`config.mk`:
```
export PLATFORM = sky130hd
export DESIGN_NAME = uart_rx
export DESIGN_NICKNAME = d
export VERILOG_FILES = /design/src/rtl/uart_rx.sv
export SDC_FILE = /design/constraint.sdc
export NUM_CORES = 1
export LEC_CHECK = 0
export BUFFER_PORTS_ARGS = -buffer_cell sky130_fd_sc_hd__buf_4
export CAP_MARGIN = 5
export CORE_MARGIN = 3
export CORE_UTILIZATION = 55
export DETAILED_ROUTE_END_ITERATION = 12
export GPL_ROUTABILITY_DRIVEN = 0
export PLACE_DENSITY = 0.76
export SKIP_CTS_REPAIR_TIMING = 1
export SYNTH_ARGS = -nofsm -noshare
export SYNTH_HDL_FRONTEND = slang
export SYNTH_SLANG_ARGS = --single-unit
```
`constraint.sdc`:
```
create_clock -name clk -period 1.8 [get_ports clk]
set_input_delay 0.18 -clock clk [delete_from_list [all_inputs] [get_ports clk]]
set_output_delay 0.18 -clock clk [all_outputs]
set_load 0.005 [all_outputs]
```
`src/rtl/uart_rx.sv`:
```
// UART receiver: 8N1 frames at a fixed bit period, with a two-flop input
// synchroniser, mid-bit sampling, and a valid/ack output with sticky errors.
module uart_rx #(
    parameter int CLKS_PER_BIT = 16
) (
    input  logic       clk,
    input  logic       rst,
    input  logic       serial_in,
    input  logic       rd_ack,
    input  logic       err_clr,
    output logic [7:0] rx_data,
    output logic       rx_valid,
    output logic       busy,
    output logic       framing_err,
    output logic       overrun_err
);
    localparam int CNT_W = $clog2(CLKS_PER_BIT);
    localparam logic [CNT_W-1:0] HALF_TC = CNT_W'(CLKS_PER_BIT / 2 - 1);
    localparam logic [CNT_W-1:0] FULL_TC = CNT_W'(CLKS_PER_BIT - 1);

    typedef enum logic [2:0] {IDLE, START, DATA, STOP, WAIT_IDLE} state_t;

    state_t           state;
    state_t           state_next;
    logic             sync1;
    logic             rx_s;
    logic [CNT_W-1:0] baud_cnt;
    logic [2:0]       bit_idx;
    logic [7:0]       shift_reg;
    logic             cnt_clr;
    logic             cnt_en;
    logic             start_ok;
    logic             shift_en;
    logic             done_ok;
    logic             done_bad;

    // State register.
    always_ff @(posedge clk) begin
        if (!rst) begin
            state <= IDLE;
        end else begin
            state <= state_next;
        end
    end

    // Next-state decode and per-state control strobes for the datapath.
    always_comb begin
        state_next = state;
        cnt_clr    = 1'b0;
        cnt_en     = 1'b0;
        start_ok   = 1'b0;
        shift_en   = 1'b0;
        done_ok    = 1'b0;
        done_bad   = 1'b0;
        busy       = (state != IDLE);
        case (state)
            IDLE: begin
                if (!rx_s) begin
                    state_next = START;
                end
            end
            START: begin
                cnt_en = 1'b1;
                if (baud_cnt == HALF_TC) begin
                    cnt_clr = 1'b1;
                    if (rx_s) begin
                        state_next = IDLE;
                    end else begin
                        start_ok   = 1'b1;
                        state_next = DATA;
                    end
                end
            end
            DATA: begin
                cnt_en = 1'b1;
                if (baud_cnt == FULL_TC) begin
                    cnt_clr  = 1'b1;
                    shift_en = 1'b1;
                    if (bit_idx == 3'd7) begin
                        state_next = STOP;
                    end
                end
            end
            STOP: begin
                cnt_en = 1'b1;
                if (baud_cnt == FULL_TC) begin
                    cnt_clr = 1'b1;
                    if (rx_s) begin
                        done_ok    = 1'b1;
                        state_next = IDLE;
                    end else begin
                        done_bad   = 1'b1;
                        state_next = WAIT_IDLE;
                    end
                end
            end
            WAIT_IDLE: begin
                if (rx_s) begin
                    state_next = IDLE;
                end
            end
            default: begin
                state_next = IDLE;
            end
        endcase
    end

    // Synchroniser, baud counter, shift register, output byte and sticky flags.
    // The counter also restarts on every DATA tick, since DATA spans eight
    // bit periods without a state change.
    always_ff @(posedge clk) begin
        if (!rst) begin
            sync1       <= 1'b1;
            rx_s        <= 1'b1;
            baud_cnt    <= '0;
            bit_idx     <= '0;
            shift_reg   <= '0;
            rx_data     <= '0;
            rx_valid    <= 1'b0;
            framing_err <= 1'b0;
            overrun_err <= 1'b0;
        end else begin
            sync1 <= serial_in;
            rx_s  <= sync1;

            if (cnt_clr || (state_next != state)) begin
                baud_cnt <= '0;
            end else if (cnt_en) begin
                baud_cnt <= baud_cnt + CNT_W'(1);
            end

            if (start_ok) begin
                bit_idx <= '0;
            end else if (shift_en) begin
                bit_idx <= bit_idx + 3'd1;
            end

            if (shift_en) begin
                shift_reg <= {rx_s, shift_reg[7:1]};
            end

            if (done_ok) begin
                rx_data  <= shift_reg;
                rx_valid <= 1'b1;
            end else if (rd_ack) begin
                rx_valid <= 1'b0;
            end

            if (done_ok && rx_valid && !rd_ack) begin
                overrun_err <= 1'b1;
            end else if (err_clr) begin
                overrun_err <= 1'b0;
            end

            if (done_bad) begin
                framing_err <= 1'b1;
            end else if (err_clr) begin
                framing_err <= 1'b0;
            end
        end
    end

endmodule

```
* Word level (Yosys, flattened, before mapping)
Index checks and enable logic that the tools add are counted.
Cells by class: add/subtract/negate cells 2, equal/unequal tests 8, muxes and demuxes 27, bitwise operators 1, reduce and logical (&&, ||, !) cells 13
Operators by type and width (number):
- $mux W3 | 7
- $mux W1 | 17
- $pmux W3 S5 | 1
- $eq A3 B2 Y1 const B | 2
- $eq A3 B3 Y1 const B | 2
- $reduce_bool A2 Y1 | 3
- $reduce_or A2 Y1 | 3
- $add A4 B1 Y4 const B | 1
- $eq A4 B3 Y1 const B | 1
- $eq A4 B4 Y1 const B | 1
- $add A3 B1 Y3 const B | 1
- $eq A3 B1 Y1 const B | 1
- $logic_not A3 Y1 | 1
- $ne A3 B3 Y1 | 1
- $reduce_bool A3 Y1 | 1
- $reduce_or A3 Y1 | 1
- $logic_and A1 B1 Y1 | 2
- $mux W2 | 1
- $pmux W1 S2 | 1
- $logic_not A1 Y1 | 1
- $logic_or A1 B1 Y1 | 1
- $not A1 Y1 | 1
Word-level totals: bits in registers 31, bits of input ports 5, output and inout port bits 12, word-level logic and storage cells 61

* Logic depth before layout (Yosys ltp)
depth in word-level cells 7, mapped depth 6, mapped depth without buffers 5

* Worst setup path before layout
No wires, ideal clock.
path kind reg-to-reg, start point reg baud_cnt[0], end point reg shift_reg[1], library setup time 0.128 ns, arrival time 1.367 ns, data required time 1.672 ns, setup slack 0.306 ns, cell stages (with the launch flop) 7, path buffers 1, period minus slack after synthesis 1.494 ns, cells stage by stage dfxtp_1 > ha_1 > nand2_2 > nor4_4 > buf_4 > mux2i_1 > nor2_1
Between the ends: word-level cells in the longest chain between the ends 3
Ends and longest elaborated chain:
- start: declaration | line 27 | logic [CNT_W-1:0] baud_cnt;
- start signal: assignment | line 129 | baud_cnt <= baud_cnt + CNT_W'(1);
- $eq A4 B4 Y1 | line 76 | if (baud_cnt == FULL_TC) begin
- $mux W1 | line 76
- $mux W1 | line 56 | case (state)
- end signal: assignment | line 139 | shift_reg <= {rx_s, shift_reg[7:1]};
- end: declaration | line 29 | logic [7:0] shift_reg;
No other way between the ends. A chain may end at the register's enable or synchronous reset.

* Worst setup path in the final report
start point reg state[0], end point reg state[1]
Between the ends: word-level cells in the longest chain between the ends 2, elaborated cells on any way between the ends 6
Ends and longest elaborated chain:
- start: declaration | line 23 | state_t state;
- start signal: assignment | line 42 | state <= state_next;
- $eq A3 B3 Y1, or another cell as far along | line 56
- $pmux W3 S5 (*) | line 56
Mark *: on every way between the ends. The rest lies on a longest branch, timed or not.

==> impl_metrics.ini <==
[global_route]
grt_max_degree = 21
track_usage = 0.1798
antenna_found_initial = 0
gr-total-overflow = 0
grt_pass1_wl_um = 4319
grt_pass1_vias = 1018

[critical_path]
worstPathMaxFanout = 12
startpoint_type = flop
end_kind = flop
worstSetupPathType = flop to flop
cp_num_buf_inv = 0
cp_top_family = flip-flops
crit_chain = and3_1, and2b_1, nor2_1, a2111oi_0
cp.required_ns = 2.00
cpPeakStageDelay_ns = 0.61
cp_slowest_cell = dfxtp_1
cp.arrival_ns = 1.82

[die]
core_um2 = 2255
num_rows = 17
initial_core_util = 0.5943
ios = 17
die_h_um = 55.36
dieArea_um2 = 3065
die_w_um = 55.36

[synth]
synth_warnings = 0
synth.ff_latch_count = 31
synth.top_cell.area_share = 0.4631
ys_seq_area_frac = 0.4631
syn_nets = 151
synth_cell_types = 36
syn_inst = 143
yosysTopAreaCell = dfxtp_1
synth.area.top_cells = dfxtp_1 (46%), mux2i_1 (8.2%), nor2_1 (5.9%)
syn_area_um2 = 1340
syn_avg_cell_area_um2 = 9.371

[sta]
tightest_slew_ns = 0.4981
hold_viol = 0
max-slew-margin-rel = 0.6675
fin_worst_skew_ns = 0.01317
rsz0062_at_grt = false
max_freq_ghz = 0.6162
setup_viol = 0
tns_ns = 0
min_period_over_period = 0.9016
fin_crit_ns = 1.623
finalMaxSlewViolations = 0

[clock_tree]
clock-root-buffer = clkbuf_4
numCtsBuffers = 5
clock_latency_ns = 0.32
cts_buffer_depth = 2
clk_pin_slew_ns = 0.09
cts_tree = yes
clock_sinks = 31
h-tree-depth = 2

[final_layout]
nets = 169
drive_gt1_frac = 0.1988
area_growth_pct = 15.31
fill_cells = 195
fin_cells = 189
antenna_cells = 0
mostFrequentLayoutCell = dfxtp_1
final_cell_area_um2 = 1545
final_cell_mix = dfxtp_1 (31), nor2_1 (21), buf_4 (20)

[flow_run]
maxCapViolCount = 0

[power_and_ir_drop]
p_leak_uw = 0.0005902
irDropWorstVdd_mv = 0.7271
powerDensity_nw_per_um2 = 804.6

[placed_design]
port_buffers = 16
place_inst = 182
placed_area_um2 = 1474
dp_hpwl_um = 1761

[routing]
drtIter0Drc = 17
drc_errors = 0
drtPass1Iterations = 4
vias = 1005
routedWlPerCell_um = 13.05
wl_um = 2466
ant_nets = 0
vias_per_cell = 5.317

[min_path]
hold_path.class = input port to flop

[status]
outcome = complete, no violations
## area by class of cell
cell class / count / area, um^2 / area share
clock buffers: 6 / 41.29 / 0.02672
clock inverters: 1 / 30.03 / 0.01943
multi-input cells: 100 / 656.9 / 0.4251
repair buffers: 20 / 150.1 / 0.09717
flip-flops and latches: 31 / 620.6 / 0.4016
inverters: 3 / 11.26 / 0.007287
well taps: 28 / 35.03 / 0.02267
## worst reg2reg max path, delay by kind of cell, from the launching register on
family,cells,cell delay (ns)
AOI/OAI and AO/OA,1,0.38
and+or+nand+nor,3,0.52
DFF,1,0.61
## cells in the mapped netlist, drive strengths merged
cell / instances
ha: 3
inv: 3
o21ba: 1
nand4b: 1
a21oi: 2
nand2: 12
and3b: 1
buf: 7
a211oi: 1
a2111oi: 1
nor2: 21
or4b: 1
and2: 2
o221ai: 1
dfxtp: 31
or3: 2
nand3: 9
nor4: 2
nor3: 2
and2b: 1
nor3b: 1
xor2: 2
o21ai: 9
o22ai: 1
nor2b: 2
xnor2: 4
and3: 1
nand2b: 2
a21o: 1
nand4: 2
a221oi: 1
mux2i: 11
clkbuf: 2
## where the power goes
group	internal (uW)	switching, uW
clock network	286	213
registers	690	7.74
logic	20.8	25.0
## stage by stage
| stage | utilization | hold slack [ns] | total power [uW] | worst slack, ns |
|---|---|---|---|---|
| global placement | 0.6537 | 0.3646 | 757.5 | 0.2639 |
| finish | 0.6854 | 0.04024 | 1243 | 0.1772 |
| detailed placement | 0.6537 | 0.3672 | 759.4 | 0.2052 |
| global route | 0.6854 | 0.04681 | 1297 | 0.04671 |
| floorplan | - | 0.2815 | 743.1 | 0.3056 |
| CTS | 0.6854 | 0.03196 | 1256 | 0.1779 |
## routing by layer
metal	global-route usage	wire length, um	up-vias
met5	0	0	-
met4	0.09375	73	0
met3	0.05140	88	9
met2	0.3024	1232	19
met1	0.2049	1072	454
li1	-	-	523
## final timing paths
kind	slack, ns	startpoint	cells past startpoint	end
max	0.18	state[0]	4	state[1]
min	0.04	serial_in	2	sync1
max reg2reg	0.18	state[0]	4	state[1]
min reg2reg	0.41	sync1	1	rx_s
## cells by family after synthesis
kind of cell	share of synthesized area
compound gates	0.08871
buf+inv	0.04669
flops	0.4631
simple gates	0.2521
fa+ha+maj	0.02801
xor+xnor	0.03922
mux	0.08217
Power figures use the tool's default switching activity.
